--- src/rtl/vending_machine.sv ---
// Coin-accumulating vending controller: sums 1/2/5 rupee strobes into a credit
// register, pulses dispense when credit reaches PRICE and keeps the excess.
module vending_machine #(
  parameter int unsigned PRICE = 10
) (
  input  logic       clk,
  input  logic       reset,
  input  logic       rupee1,
  input  logic       rupee2,
  input  logic       rupee5,
  output logic       dispense,
  output logic [3:0] state
);

  localparam logic [4:0] PRICE_W = 5'(PRICE);

  // Simultaneous strobes are treated as a rejected coin worth nothing.
  function automatic logic [2:0] coin_value(input logic r1, input logic r2, input logic r5);
    logic [2:0] val;
    case ({r5, r2, r1})
      3'b001:  val = 3'd1;
      3'b010:  val = 3'd2;
      3'b100:  val = 3'd5;
      default: val = 3'd0;
    endcase
    return val;
  endfunction

  logic [3:0] state_q;
  logic [3:0] state_d;
  logic       dispense_q;
  logic       dispense_d;
  logic [2:0] coin_s;
  logic [4:0] sum_s;

  // Next credit and purchase decision.
  always_comb begin
    coin_s     = coin_value(rupee1, rupee2, rupee5);
    sum_s      = {1'b0, state_q} + {2'b00, coin_s};
    state_d    = sum_s[3:0];
    dispense_d = 1'b0;
    if (sum_s >= PRICE_W) begin
      state_d    = 4'(sum_s - PRICE_W);
      dispense_d = 1'b1;
    end else begin
      state_d    = sum_s[3:0];
      dispense_d = 1'b0;
    end
  end

  // Credit and dispense registers; reset forfeits credit and cancels a pulse.
  always_ff @(posedge clk) begin
    if (reset) begin
      state_q    <= 4'd0;
      dispense_q <= 1'b0;
    end else begin
      state_q    <= state_d;
      dispense_q <= dispense_d;
    end
  end

  assign state    = state_q;
  assign dispense = dispense_q;

endmodule

--- config.mk ---
export PLATFORM = sky130hd
export DESIGN_NAME = vending_machine
export DESIGN_NICKNAME = d
export VERILOG_FILES = /design/src/rtl/vending_machine.sv
export SDC_FILE = /design/constraint.sdc
export NUM_CORES = 1
export LEC_CHECK = 0
export CAP_MARGIN = 20
export CORE_AREA = 4 4 41 43
export CTS_CLUSTER_DIAMETER = 50
export CTS_CLUSTER_SIZE = 25
export DETAILED_ROUTE_END_ITERATION = 12
export DIE_AREA = 0 0 45 47
export GPL_ROUTABILITY_DRIVEN = 0
export PLACE_DENSITY_LB_ADDON = 0.2
export SYNTH_ARGS = -nofsm -noshare
export SYNTH_HDL_FRONTEND = slang
export SYNTH_SLANG_ARGS = --single-unit
--- constraint.sdc ---
create_clock -name clk -period 3.1 [get_ports clk]
set_input_delay 0.465 -clock clk [delete_from_list [all_inputs] [get_ports clk]]
set_output_delay 0.465 -clock clk [all_outputs]
set_load 0.02 [all_outputs]
### Word-level counts from Yosys, hierarchy flattened

Index checks and enable logic that the tools add are counted.

* order comparisons: 1
* multiplexer cells: 3
* eq/ne operators: 3
* add/subtract/negate cells: 2

Operators with widths (count)
* $pmux W3 S3: 1
* $add A4 B3 Y5: 1
* $ge A5 B4 Y1 const B: 1
* $mux W4: 1
* $sub A4 B4 Y4 const B: 1
* $eq A3 B1 Y1 const B: 1
* $eq A3 B2 Y1 const B: 1
* $eq A3 B3 Y1 const B: 1
* $mux W1: 1

* register bits: 5
* output and inout bits: 5
* bits of input ports: 5
* word-level logic and storage cells: 11

### Longest topological paths before layout

Gate-level depths: netlist (run 1).

* depth in word-level cells: 5
* mapped depth: 11
* depth with buffers taken out: 11

### Worst setup path after synthesis (run 1)

Ideal clock, no wire load.

* path kind: input-to-reg
* from: in rupee1
* to: reg state_q[2], in the netlist state[2]
* required time: 3.014 ns
* buffers on the path: 0
* setup time: 0.086 ns
* setup slack: 0.557 ns
* cell stages on the path: 11
* arrival time: 2.458 ns
* cells stage by stage: xnor2_1 -> nor2_1 -> ha_1 -> fa_1 -> xor2_2 -> inv_1 -> ha_1 -> nor3b_1 -> a31oi_1 -> a31o_2 -> a211oi_1

* word-level cells in the longest chain between the ends: 5
* elaborated cells on any way between the ends: 8
* those cells by class: add/sub (2); order compare (1); eq/ne (3); mux (2)

Ends and longest elaborated chain
* start, declared: line 8 `input logic rupee1,`
* $eq A3 B3 Y1 (tied with other cells): line 20 `case ({r5, r2, r1})`
* $pmux W3 S3 (*): line 20
* $add A4 B3 Y5 (*): line 39 `sum_s = {1'b0, state_q} + {2'b00, coin_s};`
* $sub A4 B4 Y4 or $ge A5 B4 Y1 (tied branches): line 43, 42
* $mux W4 (*): line 42 `if (sum_s >= PRICE_W) begin`
* end signal, assigned: line 57 `state_q <= state_d;`
* end, declared: line 29 `logic [3:0] state_q;`

Every way passes the cells marked *; elsewhere a longest branch is shown, timed or not.
A chain may end at the register's enable or synchronous reset.

### Final worst setup path (run 1)

Ends and elaborated chain as after synthesis.

==> impl_metrics.json, run 1 <==
{
  "ys_top_cells_by_area": "dfxtp_1 (22%), ha_1 (11%), nor3b_1 (5.0%)",
  "start_util": 0.344,
  "yosysTopAreaCell": "dfxtp_1",
  "ant_nets": 0,
  "num-nets-final": 80,
  "hpwl_um": 786,
  "syn-num-nets": 61,
  "cpMostUsedCell": "ha_1",
  "fin_crit_sh": 0.914,
  "dpl_worst_slack_ps": 24.4,
  "grt-ovfl-total": 0,
  "p_per_area_nw_per_um2": 396,
  "die_h_um": 47,
  "cp-end-kind": "flip-flop",
  "nFillCells": 132,
  "cp_cell_sequence": "clkdlybuf4s50_1, xnor2_1, nor2_1, ha_1, fa_1, xor2_2, inv_1, ha_1, nor3b_1, a31oi_1, a31o_2, a211oi_1",
  "syn_avg_cell_area_um2": 8.78,
  "area_delta_synth_final_pct": 37.7,
  "synth-seq-cells": 5,
  "crit_type": "primary input to flip-flop",
  "dieArea_um2": 2120,
  "path_max_fanout": 2,
  "fin_tns_setup_ps": 0,
  "routedWlPerCell_um": 11.3,
  "drt_wl_total_um": 945,
  "num_rows": 13,
  "cts_tree": "yes",
  "drt_iter0_markers": 12,
  "max_slew_margin": 0.740,
  "track_usage": 0.110,
  "htree_levels": 1,
  "first_pass_iters": 3,
  "ys.flop_type": "dfxtp_1",
  "path_clk_slew_ps": 50,
  "cp_data_required_time_ps": 3250,
  "p_leak_nw": 0.275,
  "multi_input_area_um2": 322,
  "critPathArrivalTime_ps": 2980,
  "antenna_found_initial": 0,
  "clock_path_buffers": 2,
  "reg2reg_slack_ps": 850,
  "hold_end": "state[0]$_SDFF_PP0_",
  "critPathMaxStageDelay_ps": 510,
  "maxCapViolations": 0,
  "postLayoutCoreUtil": 0.474,
  "drc_errors": 0,
  "postCtsResizedCells": 0,
  "finalSetupViolCount": 0,
  "worstSetupStartpointType": "primary input",
  "max_freq_mhz": 353,
  "vias": 418,
  "diodes": 0,
  "r2r_start": "state[0]$_SDFF_PP0_",
  "synth-async-reset-ratio": 0,
  "hold_violations": 0,
  "min_period_ps": 2830,
  "reg2regPathDepth": 9,
  "grt_setup_unrepaired": "false",
  "vias_per_cell": 4.98,
  "whs_path_depth": 2,
  "cp_slowest_cell": "clkdlybuf4s50_1",
  "die_x_um": 45,
  "cts_buffers": 3,
  "fin_ws_ps": 267,
  "grt_pass1_vias": 377,
  "seq_area_um2": 100,
  "synth_top_area_frac": 0.223,
  "min_path_type": "flip-flop to flip-flop",
  "post-cts-setup-buffers": 0,
  "grt_pass1_wl_mm": 1.61,
  "syn_area_um2": 448,
  "cts-hold-fix-buffers": 0,
  "synth.distinct_cells": 29,
  "synth_edf_count": 0,
  "cts-root-buf": "clkbuf_4",
  "yosysWarningCount": 0,
  "clk_latency_ps": 240,
  "drive_gt1_frac": 0.217,
  "ir_drop_v": 0.000167,
  "syn_inst": 51,
  "grt_max_degree": 10,
  "core_area_um2": 1300,
  "finalMaxSlewViolations": 0,
  "cts_sinks": 5,
  "finalClockSkew_ps": 3.24,
  "status": "completed",
  "tightest_slew_ps": 389,
  "hold_path.startpoint": "state[0]$_SDFF_PP0_",
  "r2r-end": "state[2]$_SDFF_PP0_",
  "portBuffers": 9,
  "boundaryPins": 10,
  "seq_area_frac_synth": 0.223
}
flip-flops by register name, indices dropped and copies added (netlist names):
| name | flops |
|---|---|
| dispense | 1 |
| state | 4 |
per-stage QoR:
| step | std cells | cell area [um^2] | hold slack [ps] | power, W |
|---|---|---|---|---|
| after global routing | 84 | 617 | 653 | 0.000268 |
| after global placement | 80 | 591 | 620 | 0.000171 |
| after floorplan | 51 | 448 | 534 | 0.000135 |
| after CTS | 84 | 617 | 632 | 0.000250 |
| final | 84 | 617 | 632 | 0.000244 |
| after detailed placement | 80 | 591 | 626 | 0.000170 |
synthesized netlist by cell type, types with 2 or more instances:
cell type  n
a21oi_1    4
dfxtp_1    5
nor3b_1    3
nand3_1    3
inv_1      3
ha_1       4
nor2_1     4
a21o_1     2
a31oi_1    2
a211oi_1   2
cell usage in the layout, fill, tap and decap left out, types with 2 or more instances in the layout:
cell type and instances:
clkdlybuf4s50_1 9, buf_4 6, dfxtp_1 5, nor2_1 4, a21oi_1 4, ha_1 4
inv_1 3, nor3b_1 3, nand3_1 3, clkbuf_4 3, a21o_1 2, a31oi_1 2
a211oi_1 2
cells by family after synthesis:
logic type,Yosys count,share of synthesized area
adder cells (fa/ha/maj),6,0.179
flip-flops,5,0.223
buffers and inverters,5,0.0586
AO/OA/AOI/OAI,15,0.229
AND/OR/NAND/NOR,17,0.221
XOR/XNOR,2,0.0559
multiplexers,1,0.0335
layer usage:
metal  vias up  wire length (um)  share of wire  track usage
met3         2                44          0.047       0.0460
li1        228                 -              -            -
met2        11               407           0.43        0.141
met1       177               473           0.50        0.142
met4         0                19          0.020       0.0877
met5         -                 0              0            0
cell type report:
type / instances / area share
well taps: 15 / 0.0304
flip-flops and latches: 5 / 0.162
repair buffers: 15 / 0.219
clock buffers: 4 / 0.0426
multi-input cells: 41 / 0.521
inverters: 4 / 0.0243
where the power goes:
group          leakage, nW  switching [W]  internal (W)  total [W]
logic                0.219      0.0000470     0.0000500  0.0000970
clock network       0.0150      0.0000264     0.0000487  0.0000751
registers           0.0407     0.00000345     0.0000687  0.0000721
total                0.275      0.0000769      0.000167   0.000244
worst max-delay path by stage:
| stage | startpoint | to | slack, ps |
|---|---|---|---|
| 2_1_floorplan | rupee1 | state[2]$_SDFF_PP0_ | 560 |
| 3_3_place_gp | rupee5 | state[2]$_SDFF_PP0_ | 30 |
| 3_5_place_dp | rupee1 | state[2]$_SDFF_PP0_ | 20 |
| 4_1_cts | rupee1 | state[2]$_SDFF_PP0_ | 260 |
| 5_1_grt | rupee1 | state[2]$_SDFF_PP0_ | 120 |
| 6_report | rupee1 | state[2]$_SDFF_PP0_ | 270 |
critical path: cells and delay by family:
family / cells / cell delay [ps]
xor gates and xnor gates: 2 / 330
AOI/OAI and AO/OA: 3 / 460
buffers and inverters: 2 / 570
adders and majority gates: 3 / 920
and+or+nand+nor: 2 / 260
Note: power is estimated with default switching activity, not from simulation.
==> run 2: changes to the inputs <==
==> constraint.sdc (replaced) <==
create_clock -name clk -period 2.6 [get_ports clk]
set_input_delay 0.39 -clock clk [delete_from_list [all_inputs] [get_ports clk]]
set_output_delay 0.39 -clock clk [all_outputs]
set_load 0.02 [all_outputs]
==> run 2 against run 1 <==
Die area did not move. Count of clock-buffer cells in the layout did not move. Final area rose by 12%. Via count rose by 15%. Cell count rose by 7.1%. Register-to-register slack got worse by 350 ps. Clock power rose by 30%. Flip-flop and latch count did not move. Global-route usage rose by 2.3 points. Largest power group unchanged. Routed wire length rose by 22%. Clock skew rose by 1.3 ps.
==> impl_metrics.json, run 2 (same netlist as run 1, synthesis figures left out) <==
{
  "num-nets-final": 86,
  "start_util": 0.344,
  "path_max_fanout": 3,
  "top_usage_layer": "met2",
  "p_leak_nw": 0.307,
  "largest_register_ffs": 4,
  "hold_path.startpoint": "state[3]$_SDFF_PP0_",
  "min_period_ps": 2470,
  "power_w": 0.000331,
  "met3_usage": 0.0460,
  "fin_crit_sh": 0.951,
  "reg2regPathDepth": 7,
  "tightest_slew_ps": 325,
  "vias_per_cell": 5.36,
  "antenna_found_initial": 0,
  "cts-root-buf": "clkbuf_4",
  "cts-hold-fix-buffers": 0,
  "routedWlPerCell_um": 12.8,
  "use_met2": 0.229,
  "finalClockSkew_ps": 4.55,
  "clock_path_buffers": 2,
  "grt_setup_unrepaired": "true",
  "cts_sinks": 5,
  "portBuffers": 9,
  "crit_start": "rupee2",
  "first_pass_iters": 4,
  "fin_tns_setup_ps": 0,
  "vias": 482,
  "drt_iter0_markers": 13,
  "r2r-end": "state[1]$_SDFF_PP0_",
  "p_per_area_nw_per_um2": 478,
  "drc_errors": 0,
  "hold_end": "state[3]$_SDFF_PP0_",
  "track_usage": 0.133,
  "htree_levels": 1,
  "ant_nets": 0,
  "ir_drop_v": 0.000256,
  "drt_wl_total_mm": 1.16,
  "cts_buffers": 3,
  "grt_pass1_vias": 463,
  "cts_tree": "yes",
  "hpwl_um": 860,
  "critPathArrivalTime_ps": 2620,
  "reg2reg_slack_ps": 500,
  "max_freq_mhz": 404,
  "hold_violations": 0,
  "num_rows": 13,
  "worstSetupStartpointType": "primary input",
  "boundaryPins": 10,
  "maxCapViolations": 0,
  "cp-end-kind": "flip-flop",
  "grt_max_degree": 10,
  "grt_pass1_wl_mm": 1.90,
  "crit_type": "primary input to flip-flop",
  "grt-ovfl-total": 0,
  "core_area_um2": 1300,
  "finalMaxSlewViolations": 0,
  "whs_path_depth": 2,
  "final_cell_mix": "buf_4 (12), clkdlybuf4s50_1 (7), dfxtp_1 (5)",
  "min_path_type": "flip-flop to flip-flop",
  "cp_data_required_time_ps": 2740,
  "r2r_start": "state[0]$_SDFF_PP0_",
  "post-cts-setup-buffers": 0,
  "path_clk_slew_ps": 50,
  "finalSetupViolCount": 0,
  "clk_latency_ps": 250,
  "status": "completed",
  "die_h_um": 47,
  "postLayoutCoreUtil": 0.532,
  "diodes": 0,
  "use_met1": 0.136,
  "area_delta_synth_final_pct": 54.5,
  "max_slew_margin": 0.781,
  "dieArea_um2": 2120,
  "final_common_cell": "buf_4",
  "die_x_um": 45,
  "drive_gt1_frac": 0.360
}
[run 2: cell types whose count changed in the layout (fill, tap and decap cells not counted), sizes merged]
cell           change
buf                +6
clkdlybuf4s50      -2
dlygate4sd2        +2
[run 2: stage by stage]
stage | std cells | hold slack [ps] | area, um^2 | worst slack [ps]
after floorplan | 51 | 459 | 448 | 132
after global placement | 86 | 603 | 636 | -441
after detailed placement | 86 | 607 | 636 | -410
after CTS | 90 | 627 | 687 | 121
after global routing | 90 | 671 | 692 | -5.62
final | 90 | 630 | 692 | 126
[run 2: worst max path at each step]
stage / cells after the start / endpoint / slack [ps]
2_1_floorplan: 11 / state[2]$_SDFF_PP0_ / 130
3_3_place_gp: 12 / state[2]$_SDFF_PP0_ / -440
3_5_place_dp: 12 / state[2]$_SDFF_PP0_ / -410
4_1_cts: 10 / state[2]$_SDFF_PP0_ / 120
5_1_grt: 9 / state[1]$_SDFF_PP0_ / -6
6_report: 9 / state[1]$_SDFF_PP0_ / 130
[run 2: per-layer routing]
layer | vias to the layer above | share of wire
met5 | - | 0
met4 | 0 | 0.027
met3 | 4 | 0.062
met2 | 18 | 0.50
met1 | 223 | 0.41
li1 | 237 | -
[run 2: timing repair]
action                                  in CTS  in global routing
pin swaps                                    2                  0
endpoints found under the setup margin       3                  2
resized for setup                            7                  1
[run 2: where the power goes]
group	switching, W	internal, W	total [W]	leakage (nW)
clock	0.0000393	0.0000585	0.0000979	0.0150
sequential	0.00000377	0.0000817	0.0000855	0.0407
combinational	0.0000692	0.0000780	0.000147	0.252
total	0.000112	0.000218	0.000331	0.307
[run 2: layout make-up]
type | instances | area [um^2]
flip-flops and latches | 5 | 100
repair buffers | 21 | 178
inverters | 4 | 15.0
clock buffers | 4 | 26.3
multi-input cells | 41 | 354
well taps | 15 | 18.8
fillers | 124 | 609
[run 2: worst max-delay path, stage by stage]
cell and delay [ps]:
clkdlybuf4s50_1 490, nor2_1 60, ha_2 190, fa_2 580
buf_4 110, nand2b_1 90, o221ai_1 190, o211a_1 210
mux2_4 300
